===== src/rtl/mux_nto1_stream.sv =====
// mux_nto1_stream: N-to-1 word mux with a registered output, valid/ready handshake and
// fixed or round-robin channel selection. Define MUX_SEL_ERR_EN to add the sticky sel_err flag.
module mux_nto1_stream #(
  parameter int WIDTH    = 16,
  parameter int CHANNELS = 16,
  parameter int SEL_W    = 4
) (
  input  logic                      clk,
  input  logic                      res,
  input  logic [CHANNELS*WIDTH-1:0] in_bus,
  input  logic [CHANNELS-1:0]       in_valid,
  output logic [CHANNELS-1:0]       in_ready,
  input  logic                      mode,
  input  logic [SEL_W-1:0]          sel,
  output logic [WIDTH-1:0]          out,
  output logic [SEL_W-1:0]          out_ch,
  output logic                      out_valid,
  input  logic                      out_ready
`ifdef MUX_SEL_ERR_EN
  ,
  output logic                      sel_err
`endif
);

  logic             loadEn;
  logic             transfer;
  logic             fixedValid;
  logic             anyHi;
  logic             anyLo;
  logic             rrFound;
  logic             grantValid;
  logic [SEL_W-1:0] hiIdx;
  logic [SEL_W-1:0] loIdx;
  logic [SEL_W-1:0] rrIdx;
  logic [SEL_W-1:0] grantIdx;
  logic [SEL_W-1:0] ptr;
  logic [SEL_W-1:0] ptrNext;
  logic [WIDTH-1:0] grantWord;

  assign loadEn   = !out_valid || out_ready;
  assign transfer = !res && loadEn && grantValid;

  // Round-robin: lowest valid channel at or above ptr, else lowest valid channel overall.
  // NOTE: every always_comb output gets a default first so no path leaves it unassigned (no latch).
  always_comb begin
    fixedValid = 1'b0;
    anyHi      = 1'b0;
    anyLo      = 1'b0;
    hiIdx      = '0;
    loIdx      = '0;
    for (int k = CHANNELS - 1; k >= 0; k--) begin
      if (sel == SEL_W'(k)) fixedValid = in_valid[k];
      if (in_valid[k]) begin
        anyLo = 1'b1;
        loIdx = SEL_W'(k);
        if (SEL_W'(k) >= ptr) begin
          anyHi = 1'b1;
          hiIdx = SEL_W'(k);
        end
      end
    end
    rrFound = anyHi || anyLo;
    rrIdx   = anyHi ? hiIdx : loIdx;
  end

  assign grantValid = mode ? rrFound : fixedValid;
  assign grantIdx   = mode ? rrIdx : sel;
  assign ptrNext    = (32'(grantIdx) == 32'(CHANNELS - 1)) ? '0 : grantIdx + 1'b1;

  // An out-of-range sel matches no channel, so it yields no grant and no word.
  always_comb begin
    grantWord = '0;
    in_ready  = '0;
    for (int k = 0; k < CHANNELS; k++) begin
      if (grantIdx == SEL_W'(k)) begin
        grantWord   = in_bus[k*WIDTH +: WIDTH];
        in_ready[k] = !res && loadEn && grantValid;
      end
    end
  end

  // NOTE: state registers use non-blocking assignment so every flop samples pre-edge values.
  always_ff @(posedge clk) begin
    if (res) begin
      out       <= '0;
      out_ch    <= '0;
      out_valid <= 1'b0;
      ptr       <= '0;
    end else if (loadEn) begin
      if (transfer) begin
        out       <= grantWord;
        out_ch    <= grantIdx;
        out_valid <= 1'b1;
        if (mode) ptr <= ptrNext;
      end else begin
        out_valid <= 1'b0;
      end
    end
  end

`ifdef MUX_SEL_ERR_EN
  logic selInRange;
  assign selInRange = 32'(sel) < 32'(CHANNELS);

  always_ff @(posedge clk) begin
    if (res) begin
      sel_err <= 1'b0;
    end else if (!mode && loadEn && !selInRange) begin
      sel_err <= 1'b1;
    end
  end
`endif

endmodule


===== config.mk =====
export PLATFORM = sky130hd
export DESIGN_NAME = mux_nto1_stream
export DESIGN_NICKNAME = d
export VERILOG_FILES = /design/src/rtl/mux_nto1_stream.sv
export SDC_FILE = /design/constraint.sdc
export NUM_CORES = 1
export LEC_CHECK = 0
export BUFFER_PORTS_ARGS = -buffer_cell sky130_fd_sc_hd__buf_2
export CAP_MARGIN = 20
export CORE_AREA = 2 2 156 82
export DETAILED_ROUTE_END_ITERATION = 6
export DIE_AREA = 0 0 158 84
export GPL_TIMING_DRIVEN = 0
export PLACE_DENSITY_LB_ADDON = 0.2
export SYNTH_ARGS = -nofsm -noshare
export SYNTH_HDL_FRONTEND = slang
export SYNTH_SLANG_ARGS = --single-unit

===== constraint.sdc =====
create_clock -name clk -period 24.2 [get_ports clk]
set_input_delay 7.26 -clock clk [delete_from_list [all_inputs] [get_ports clk]]
set_output_delay 7.26 -clock clk [all_outputs]
set_load 0.01 [all_outputs]

==> results.toml <==
[status]
status = "finished clean"

[worst_hold_path]
hold_class = "flop to flop"
hold_path_startpoint = "out_ch[0]$_SDFFE_PP0P_"
hold-path-cell-count = 2
holdPathEnd = "out_ch[0]$_SDFFE_PP0P_"

[critical_path]
critPathCaptureType = "output pin"
startpoint_type = "input port"
crit_required_ps = 16940
reg2reg_to = "out[11]$_SDFFE_PP0P_"
reg2reg_from = "ptr[2]$_SDFFE_PP0P_"
r2r_slack_ps = 17810
crit_arrival_ps = 12750
worstPathMaxFanout = 10
reg2reg_depth = 15
criticalPathCategory = "input port to output pin"
worstSetupStartpoint = "in_valid[10]"

[route]
ant_nets = 0
drc = 0
drtIter0Drc = 808
routed_wl_mm = 25.4
vias_per_cell = 6.00
vias = 6736
wl_per_cell_um = 22.7
firstDrtPassIters = 5

[yosys]
synth_warnings = 0
synth_top_flop_cell = "dfxtp_1"
synth_cells = 634
synth_area_um2 = 4200
synth_seq_cells = 25
synth.most_common_cell = "nor2_1"
async_flop_share_pct = 0
yosysSeqAreaShare_pct = 11.9
ys_types = 75
synth.largest_area_cell = "dfxtp_1"
synth-edff-count = 0
syn-num-nets = 918
synth.area.top_cells = "dfxtp_1, nor2_1, a21oi_1, o21ai_0, a221o_1"
synth_top_area_share_pct = 11.9
syn_avg_cell_area_um2 = 6.62
synthTopCellsByCount = "nor2_1, a21oi_1, o21ai_0, nand2_1, clkbuf_1"

[timing]
final-max-slew-violation-count = 0
final.setup.worst_slack_ps = 4190
relSlewSlack_pct = 23.7
finalSetupTns_ps = 0
rsz0062_at_grt = "false"
final.period_utilization_pct = 82.7
fin_crit_ps = 20010
hold_slack_ps = 497
skew_ps = 9.30
max_freq_ghz = 0.0500
setup_viol = 0
timing_hold_violations_final = 0
worstMarginPinSlew_ps = 1140

[floorplanning]
start_util_pct = 34.6
fp.dieArea_um2 = 13300
die_x_um = 158
die_y_um = 84
core_um2 = 12100
ios = 317
num_rows = 29

[layout]
final_area_um2 = 6060
fin_util_pct = 50.0
multi_input_area_um2 = 3380
fillers = 1333
regArea_um2 = 500
layout-drive-gt1-share_pct = 38.8
area_growth_pct = 44.5
fin_nets = 1236
final_cell_count_no_fill = 1122

[global_routing]
grt_max_degree = 17
grt_pass1_wl_mm = 36.3
antenna_found_initial = 4
overflow = 0
grt_pass1_vias = 6086
grtUsageTotal_pct = 36.5

[placement]
numPortBuffers = 313
placed_cells = 1117
pre_cts_ws_ps = 4520
gp_congestion = 1.04
place_area_um2 = 5980
dp_hpwl_mm = 21.0

[pwr]
power_density_nw_per_um2 = 45.4
leakage_nw = 2.84
ir_drop_mv = 0.0349
power_mw = 0.275

[run]
cap_viol_max_count = 0

[clock_network]
cts_buffer_depth = 2
cts_resized = 0
path_clk_slew_ps = 80
postCtsSetupBuffers = 0
cts_tree = "yes"
hold_buffers = 0
cts-root-buf = "clkbuf_16"
clock_latency_ps = 280
cts_max_level = 1
cts_sinks = 25
numCtsBuffers = 3
-- worst max-delay path by stage --
stage | to | slack (ps)
2_1_floorplan | in_ready[10] | 6300
3_3_place_gp | in_ready[10] | 4410
3_5_place_dp | in_ready[10] | 4520
4_1_cts | in_ready[10] | 4490
5_1_grt | in_ready[10] | 4030
6_report | in_ready[10] | 4190
-- cell usage in the layout (no fill, tap or decap), types with 5 or more instances in the layout --
master     netlist  final
a22oi_1         11     11
o22ai_1         24     24
a21o_1          13     13
nor2b_1          5      5
o32ai_1         13     13
a2111oi_2        5      5
a31oi_1          6      6
inv_1           15     15
nand2b_1         7      7
o211ai_1        14     14
nor3_1           7      7
clkbuf_1        36     36
a211oi_1        23     23
nand3_1         15     15
nand2_1         38     38
a21oi_1         73     73
o21a_1           9      9
mux2i_1          5      5
dfxtp_1         25     25
buf_2           11    324
o21ai_0         55     55
a211o_1          5      5
nor2_1          98     98
a221o_1         24     24
nor4_1           8      8
-- where the power goes --
group / switching [mW] / internal [mW]
combinational: 0.112 / 0.0702
clock: 0.0187 / 0.0230
sequential: 0.00397 / 0.0474
-- kinds of logic after synthesis --
kind of cell	after synthesis	synth area share, %
AOI/OAI and AO/OA	322	54.2
xor gates and xnor gates	1	0.209
adders and majority gates	4	1.19
buffers and inverters	73	7.51
DFF	25	11.9
muxes	8	2.53
and+or+nand+nor	201	22.4
-- metal layers --
layer / up-vias / share of wire, % / global-route usage (%)
li1: 3106 / - / -
met1: 3133 / 45 / 54.0
met2: 465 / 40 / 51.4
met3: 26 / 13 / 12.6
met4: 6 / 0.81 / 4.01
met5: - / 0.33 / 3.57
-- state kept, by name, indices dropped and copies added (netlist names) --
name	count
out	16
out_ch	4
ptr	4
out_valid	1
-- area by class of cell --
| cell class | instances | area share (%) |
|---|---|---|
| Sequential cell | 25 | 8.26 |
| Clock inverter | 1 | 0.144 |
| Multi-Input combinational cell | 536 | 55.8 |
| Timing Repair Buffer | 313 | 25.8 |
| Clock buffer | 3 | 1.24 |
| Buffer | 56 | 4.15 |
| Antenna cell | 1 | 0.0413 |
| Tap cell | 170 | 3.51 |
| Inverter | 17 | 1.05 |
-- critical path, cell delays in order --
cell and delay [ps]:
buf_2 130, or2_2 320, o311a_4 140, a2111oi_4 410
nor3b_4 390, o311ai_0 230, a31oi_1 710, ha_1 390
clkbuf_1 460, clkbuf_1 540, clkbuf_1 610, clkbuf_1 460
nand2_1 390, nor2_1 170, buf_2 140
(Power assumes the default switching activity.)
